===== config.mk =====
export PLATFORM = sky130hd
export DESIGN_NAME = key_filter_multi
export DESIGN_NICKNAME = d
export VERILOG_FILES = /design/src/rtl/key_pkg.sv /design/src/rtl/key_filter_chan.sv /design/src/rtl/key_filter_multi.sv
export SDC_FILE = /design/constraint.sdc
export NUM_CORES = 1
export LEC_CHECK = 0
export CORE_ASPECT_RATIO = 1.75
export CORE_UTILIZATION = 55
export DETAILED_ROUTE_END_ITERATION = 6
export GPL_TIMING_DRIVEN = 0
export PLACE_DENSITY = 0.72
export SLEW_MARGIN = 10
export SYNTH_ARGS = -nofsm -noshare
export SYNTH_HDL_FRONTEND = slang
export SYNTH_SLANG_ARGS = --single-unit

===== constraint.sdc =====
create_clock -name sys_clk -period 3.5 [get_ports sys_clk]
set_input_delay 0.525 -clock sys_clk [delete_from_list [all_inputs] [get_ports sys_clk]]
set_output_delay 0.525 -clock sys_clk [all_outputs]
set_load 0.02 [all_outputs]

===== src/rtl/key_pkg.sv =====
// Shared types and 50 MHz timing defaults for the key filter.
// KEY_REPEAT_EN enables per-channel auto-repeat.
package key_pkg;

  typedef enum logic [1:0] {
    IDLE   = 2'd0,
    DEB_DN = 2'd1,
    HELD   = 2'd2,
    DEB_UP = 2'd3
  } key_st_t;

  localparam logic [19:0] DEB_MAX_DEF  = 20'd999_999;
  localparam logic [31:0] LONG_MAX_DEF = 32'd99_999_999;
  localparam logic [31:0] REP_MAX_DEF  = 32'd9_999_999;

endpackage


===== src/rtl/key_filter_chan.sv =====
// One debounced key channel: synchronizer, FSM, hold and repeat counters.
// KEY_REPEAT_EN builds the auto-repeat counter.
module key_filter_chan
  import key_pkg::*;
#(
  parameter logic [19:0] DEB_MAX  = DEB_MAX_DEF,
  parameter logic [31:0] LONG_MAX = LONG_MAX_DEF
`ifdef KEY_REPEAT_EN
  ,
  parameter logic [31:0] REP_MAX  = REP_MAX_DEF
`endif
) (
  input  logic sys_clk,
  input  logic sys_rst,
  input  logic key_in,
  output logic key_state,
  output logic key_press,
  output logic key_release,
  output logic key_long,
  output logic key_repeat
);

  localparam int DW = $clog2(DEB_MAX + 1);
  localparam int LW = $clog2(LONG_MAX + 1);
  localparam logic [DW-1:0] DEB_LIM  = DW'(DEB_MAX);
  localparam logic [LW-1:0] LONG_LIM = LW'(LONG_MAX);
  localparam logic [LW-1:0] LONG_PRE = LW'(LONG_MAX - 32'd1);

  key_st_t       st;
  logic [1:0]    sync;
  logic [DW-1:0] deb_cnt;
  logic [LW-1:0] hold_cnt;
  logic          raw;
  logic          held;

  assign raw  = sync[1];
  assign held = (st == HELD) || (st == DEB_UP);

  always_ff @(posedge sys_clk) begin
    if (sys_rst) begin
      sync        <= 2'b11;
      st          <= IDLE;
      deb_cnt     <= '0;
      hold_cnt    <= '0;
      key_state   <= 1'b0;
      key_press   <= 1'b0;
      key_release <= 1'b0;
      key_long    <= 1'b0;
    end else begin
      sync        <= {sync[0], key_in};
      key_press   <= 1'b0;
      key_release <= 1'b0;
      key_long    <= 1'b0;
      // Bounces inside DEB_UP still count as held time.
      if (held) begin
        if (hold_cnt != LONG_LIM) hold_cnt <= hold_cnt + 1'b1;
        key_long <= (hold_cnt == LONG_PRE);
      end
      unique case (st)
        IDLE: begin
          if (!raw) begin
            st      <= DEB_DN;
            deb_cnt <= DW'(1);
          end
        end
        DEB_DN: begin
          if (raw) begin
            st      <= IDLE;
            deb_cnt <= '0;
          end else if (deb_cnt == DEB_LIM) begin
            st        <= HELD;
            deb_cnt   <= '0;
            hold_cnt  <= '0;
            key_press <= 1'b1;
            key_state <= 1'b1;
          end else begin
            deb_cnt <= deb_cnt + 1'b1;
          end
        end
        HELD: begin
          if (raw) begin
            st      <= DEB_UP;
            deb_cnt <= DW'(1);
          end
        end
        DEB_UP: begin
          if (!raw) begin
            st      <= HELD;
            deb_cnt <= '0;
          end else if (deb_cnt == DEB_LIM) begin
            st          <= IDLE;
            deb_cnt     <= '0;
            key_release <= 1'b1;
            key_state   <= 1'b0;
          end else begin
            deb_cnt <= deb_cnt + 1'b1;
          end
        end
        default: st <= IDLE;
      endcase
    end
  end

`ifdef KEY_REPEAT_EN
  localparam int RW = $clog2(REP_MAX + 1);
  localparam logic [RW-1:0] REP_PRE = RW'(REP_MAX - 32'd1);

  logic [RW-1:0] rep_cnt;
  logic          rep_on;

  always_ff @(posedge sys_clk) begin
    if (sys_rst) begin
      rep_cnt    <= '0;
      rep_on     <= 1'b0;
      key_repeat <= 1'b0;
    end else begin
      key_repeat <= 1'b0;
      if (!held) begin
        rep_on  <= 1'b0;
        rep_cnt <= '0;
      end else if (hold_cnt == LONG_PRE) begin
        rep_on  <= 1'b1;
        rep_cnt <= '0;
      end else if (rep_on) begin
        if (rep_cnt == REP_PRE) begin
          rep_cnt    <= '0;
          key_repeat <= 1'b1;
        end else begin
          rep_cnt <= rep_cnt + 1'b1;
        end
      end
    end
  end
`else
  assign key_repeat = 1'b0;
`endif

endmodule


===== src/rtl/key_filter_multi.sv =====
// KEY_W independent active-low key debouncers with press/release/long events.
// KEY_REPEAT_EN adds auto-repeat pulses after a long press.
module key_filter_multi
  import key_pkg::*;
#(
  parameter int          KEY_W    = 4,
  parameter logic [19:0] DEB_MAX  = DEB_MAX_DEF,
  parameter logic [31:0] LONG_MAX = LONG_MAX_DEF,
  parameter logic [31:0] REP_MAX  = REP_MAX_DEF
) (
  input  logic             sys_clk,
  input  logic             sys_rst,
  input  logic [KEY_W-1:0] key_in,
  output logic [KEY_W-1:0] key_state,
  output logic [KEY_W-1:0] key_press,
  output logic [KEY_W-1:0] key_release,
  output logic [KEY_W-1:0] key_long,
  output logic [KEY_W-1:0] key_repeat
);

  for (genvar i = 0; i < KEY_W; i++) begin : g_chan
    key_filter_chan #(
      .DEB_MAX (DEB_MAX),
      .LONG_MAX(LONG_MAX)
`ifdef KEY_REPEAT_EN
      ,
      .REP_MAX (REP_MAX)
`endif
    ) u_chan (
      .sys_clk    (sys_clk),
      .sys_rst    (sys_rst),
      .key_in     (key_in[i]),
      .key_state  (key_state[i]),
      .key_press  (key_press[i]),
      .key_release(key_release[i]),
      .key_long   (key_long[i]),
      .key_repeat (key_repeat[i])
    );
  end

endmodule

# --- Yosys cells after proc, flatten, opt, wreduce, memory -nomap -nowiden ---
# Index checks and enable logic that the tools add are counted.
classes:
  add_sub_neg: 8
  n_eq_ne: 56
  mux: 96
  bitwise_logic: 16
  n_reduce_logical: 36
ops:
  columns: ["operator", "n"]
  rows:
  - ["2-to-1 mux 27 bit", 20]
  - ["2-to-1 mux 20 bit", 20]
  - ["case mux 20 bit (4 select lines)", 4]
  - ["adder 27 x 1 -> 27 bit (second input constant)", 4]
  - ["== test 27 bit (second input constant)", 4]
  - ["inequality test 27 bit (second input constant)", 4]
  - ["adder 20 x 1 -> 20 bit (second input constant)", 4]
  - ["== test 20 bit (second input constant)", 4]
  - ["2-to-1 mux 2 bit", 24]
  - ["case mux 2 bit (4 select lines)", 4]
  - ["inequality test 2 x 1 -> 1 bit (second input constant)", 12]
  - ["inequality test 2 bit (second input constant)", 12]
  - ["OR reduction 3 bit", 8]
  - ["2-to-1 mux 1 bit", 20]
  - ["AND reduction 5 bit", 4]
  - ["== test 2 bit (second input constant)", 8]
  - ["inverter 1 bit", 16]
  - ["AND reduction 4 bit", 4]
  - ["inequality test 3 x 1 -> 1 bit (second input constant)", 4]
  - ["inequality test 3 bit (second input constant)", 4]
  - ["== test 2 x 1 -> 1 bit (second input constant)", 4]
  - ["zero test 2 bit", 4]
  - ["case mux 1 bit (2 select lines)", 4]
  - ["AND reduction 2 bit", 4]
  - ["3 further kinds", 12]
word_totals:
  register_bits: 220
  in_bits: 6
  output_inout_bits: 20
  word_cells: 244

# --- Depth between registers and ports, before layout ---
logic_depth:
  word_depth: 6
  mapped_depth: 8
  mapped_depth_nobuf: 6

# --- Cells and area by module ---
# A second synthesis with hierarchy kept.
hier_totals:
  hier_cells: 1279
  hier_area_um2: 10938.0
modules_own_cells:
  columns: ["mod", "instances", "cells_each", "area_each_um2"]
  rows:
  - ["key_filter_chan (g_chan[1].u_chan ...)", 2, 314, 2725.1]
  - ["key_filter_chan (g_chan[3].u_chan)", 1, 333, 2787.7]
  - ["key_filter_chan (g_chan[0].u_chan)", 1, 318, 2700.1]

# --- Least setup slack after synthesis ---
# No wires, ideal clock.
synth_timing:
  kind: "register -> register"
  startpoint: "register g_chan[3].u_chan.deb_cnt[11]"
  endpoint: "register g_chan[3].u_chan.deb_cnt[11]"
  setup_time_ns: 0.134
  arrival_ns: 1.845
  slack_ns: 1.521
  path_stages_with_launch: 9
  synth_period_minus_slack_ns: 1.979
  cell_sequence: "dfxtp_1 > buf_2 > or4_1 > nor4b_4 > a211oi_2 > buf_4 > buf_6 > a21oi_1 > a31oi_1"
synth_via:
  elab_chain_cells: 4
synth_rtl:
  columns: ["element", "line_no", "source"]
  rows:
  - ["from (decl)", "key_filter_chan.sv:31", "logic [DW-1:0] deb_cnt;"]
  - ["from (signal assigned)", "key_filter_chan.sv:77", "deb_cnt <= deb_cnt + 1'b1;"]
  - ["from (signal assigned)", "key_filter_chan.sv:96", "deb_cnt <= deb_cnt + 1'b1;"]
  - ["adder 20 x 1 -> 20 bit / == test 20 bit (equally long branches)", null, null]
  - ["2-to-1 mux 20 bit (*)", "key_filter_chan.sv:70, key_filter_chan.sv:90", null]
  - ["2-to-1 mux 20 bit (on tied branches)", "key_filter_chan.sv:87, key_filter_chan.sv:67", null]
  - ["case mux 20 bit (4 select lines) (*)", "key_filter_chan.sv:59", "unique case (st)"]
# Mark *: on every way between the ends. The rest lies on a longest branch, timed or not.
# A chain may end at the register's enable or synchronous reset.

==> impl_metrics.csv <==
group,metric,value,unit
outcome,outcome,"finished, final reports clean",
routing,vias,9812,
routing,viasPerCell,6.06,
power_and_ir_drop,total_power,5.11,mW
synthesis,synth_largest_area_cell,"dfxtp_1",
grt,gr-usage-met1,26.9,%
setup_path,critPathMaxStageDelay,1.04,ns
synthesis,synth_top_flop_cell,"dfxtp_1",
setup_path,worstSetupPathType,"flop to flop",
sta,setup_ws,1.02,ns
synthesis,synth.cell_area,0.0109,mm^2
synthesis,synth_seq_cells,220,
sta,maxSlewHeadroom,13.2,%
grt,overflow,0,
placed_design,hpwl,18400,um
cells_and_area,final_nets,1380,
routing,avgRoutedWirePerCell,15.8,um
synthesis,synth_top_area_share,40.4,%
setup_path,crit_path_frequent_cell,"nand4_1",
clocking,post_cts.repair.setup_buffers,0,
clocking,clock-root-buffer,"clkbuf_16",
synthesis,synth_most_common_cell,"dfxtp_1",
placed_design,gp_congestion,0.847,
clocking,clock_latency,0.51,ns
cells_and_area,final_area,0.0122,mm^2
grt,grt_pass1_wl,43100,um
sta,rsz0062_at_grt,"false",
cells_and_area,n_antenna_cell,0,
grt,grt_most_used_layer,"met2",
sta,fin_crit_sh,70.9,%
grt,grt_max_degree,15,
grt,globalRouteMet3Util,3.22,%
clocking,htreeDepth,1,
setup_path,slowest_stage,"nor4_1",
sta,worst_pin_slew,1.29,ns
synthesis,syn_area_per_cell,8.30,um^2
power_and_ir_drop,p_int,4.02,mW
grt,antenna_found_initial,0,
power_and_ir_drop,power_switching_share,21.4,%
grt,grt_use_total,25.5,%
die,initial_utilization,56.6,%
clocking,clock_path_buffers,3,
die,num_rows,67,
sta,slew_viol_final,0,
placed_design,numPortBuffers,20,
routing,dr.pass1.iters,5,
synthesis,syn_inst,1315,
grt,grt_pass1_vias,9437,
setup_path,startpoint_type,"flop",
die,die_w,108,um
routing,detail-route-antenna-nets,0,
clocking,cts_tree,"yes",
power_and_ir_drop,combPwrFrac,3.1,%
grt,grt_use_met2,49.2,%
synthesis,yosysUniqueCellTypes,73,
placed_design,post_dp_cell_area,0.0114,mm^2
routing,drt_wl_total,25600,um
power_and_ir_drop,pwr-share-seq,49.5,%
die,coreArea,0.0193,mm^2
clocking,clkTransAtPathRegs,0.07,ns
sta,setup_viol,0,
die,boundaryPins,26,
power_and_ir_drop,ir_drop,0.000544,V
setup_path,crit_chain,"buf_2 -> nand4_1 -> nor4_1 -> nand4_1 -> xor2_1 -> nor2_1",
setup_path,worstPathRequired,3.90,ns
routing,drc_errors,0,
synthesis,yosys_warnings,0,
power_and_ir_drop,switching_power,1.10,mW
cells_and_area,syn2layout_area_growth,11.5,%
sta,skew,0.00974,ns
power_and_ir_drop,p_leak,4.14,nW
clocking,cts.repair.resized,0,
placed_design,post-place-ws,0.969,ns
sta,max_freq,403,MHz
clocking,cts-hold-fix-buffers,0,
setup_path,arrival,2.88,ns
setup_path,crit_fanout,10,
sta,setup_tns,0,ns
power_and_ir_drop,p_clk_share,47.3,%
die,die-height,188,um
synthesis,synth_edf_count,0,
sta,hold_viol,0,
synthesis,synthArstFlopShare,0,%
worst_hold_path,hold_path.class,"flop to flop",
die,dieArea,0.0204,mm^2
synthesis,yosysSeqAreaShare,40.4,%
run,maxCapViolCount,0,
cells_and_area,drive_above_1_share,8.49,%
placed_design,dp.cells,1579,
clocking,clock-sinks,220,
synthesis,synth_area_leaders,"dfxtp_1, a21oi_1, nand3_1",
sta,period_needed,2.48,ns
synthesis,synthTopCellsByCount,"dfxtp_1, nor2_1, nand2_1",
routing,dr.first_iter.drc_count,452,
cells_and_area,finalNonFillerCells,1619,
power_and_ir_drop,powerDensity,420,mW/mm^2
clocking,cts_buffers,22,
setup_path,end_kind,"flop",
## flip-flops by register name, summed over array words and instances (netlist names), named ones only
register,cells
g_chan.u_chan.hold_cnt,108
g_chan.u_chan.key_press,4
g_chan.u_chan.key_long,4
g_chan.u_chan.deb_cnt,80
g_chan.u_chan.sync,8
g_chan.u_chan.st,4
g_chan.u_chan.key_state,4
g_chan.u_chan.key_release,4
## cell usage in the layout, fill, tap and decap left out, drive strengths merged, types with 5 or more instances in the layout
| cell type | instances |
|---|---|
| inv | 31 |
| clkdlybuf4s50 | 20 |
| ha | 12 |
| mux2i | 7 |
| nand2b | 14 |
| or3 | 30 |
| nor4 | 31 |
| a41oi | 6 |
| nor3 | 50 |
| clkbuf | 65 |
| nand3 | 88 |
| or2 | 14 |
| a211oi | 5 |
| xor2 | 45 |
| nand2 | 105 |
| o31ai | 15 |
| buf | 52 |
| dfxtp | 220 |
| nand4b | 6 |
| a21oi | 95 |
| or4 | 15 |
| and2 | 14 |
| nand4 | 54 |
| nor2 | 107 |
| o21ai | 55 |
| a22o | 14 |
| xnor2 | 36 |
| and4 | 30 |
| nor4bb | 6 |
| a31oi | 47 |
| and3 | 35 |
## cells by family after synthesis
| kind of cell | synth area share [%] |
|---|---|
| AND/OR/NAND/NOR | 31.0 |
| AO/OA/AOI/OAI | 14.8 |
| flip-flops | 40.4 |
| XOR/XNOR | 6.50 |
| adder cells (fa/ha/maj) | 1.38 |
| buffers and inverters | 5.21 |
| multiplexers | 0.642 |
| other | 0.0344 |
## routing by layer
layer | routed length, um | vias to the layer above | share of wire (%)
met1 | 10100 | 4652 | 39
met5 | 0 | - | 0
met3 | 761 | 61 | 3.0
met4 | 792 | 0 | 3.1
met2 | 14000 | 195 | 55
li1 | - | 4904 | -
## path summary, 6_finish.rpt
path	from	to	slack (ns)	cells after the start
max	flop	g_chan[3].u_chan.hold_cnt[25]	1.02	6
min	g_chan[2].u_chan.sync[0]	g_chan[2].u_chan.sync[1]	0.41	1
max reg2reg	flop	g_chan[3].u_chan.hold_cnt[25]	1.02	6
min reg2reg	g_chan[2].u_chan.sync[0]	g_chan[2].u_chan.sync[1]	0.41	1
## through the flow
step | hold WS [ns] | util [%]
2_1_floorplan | 0.389 | -
3_3_place_gp | 0.391 | 59.2
3_5_place_dp | 0.399 | 59.2
4_1_cts | 0.417 | 63.1
5_1_grt | 0.437 | 63.1
6_report | 0.414 | 63.1
## power by group through the flow
stage	combinational, mW	sequential, mW	clock, mW
finish	0.160	2.53	2.42
global route	0.173	2.53	2.57
CTS	0.160	2.53	2.47
detailed placement	0.159	2.59	0
global placement	0.158	2.59	0
floorplan	0.106	2.58	0
## worst max-delay path: cells and delay by family (launching register included)
| family | cells | cell delay, ns |
|---|---|---|
| xor+xnor | 1 | 0.18 |
| simple gates | 4 | 1.58 |
| flops | 1 | 0.37 |
| buf+inv | 1 | 0.24 |
## area by class of cell
cell class / count / area (um^2)
plain buffers: 83 / 452
clock buffers: 34 / 657
clock inverters: 6 / 82.6
fillers: 1729 / 7120
inverters: 31 / 116
multi-input cells: 984 / 5950
flip-flops and latches: 220 / 4400
well taps: 241 / 302
repair buffers: 20 / 200
Note: power is estimated with default switching activity, not from simulation.
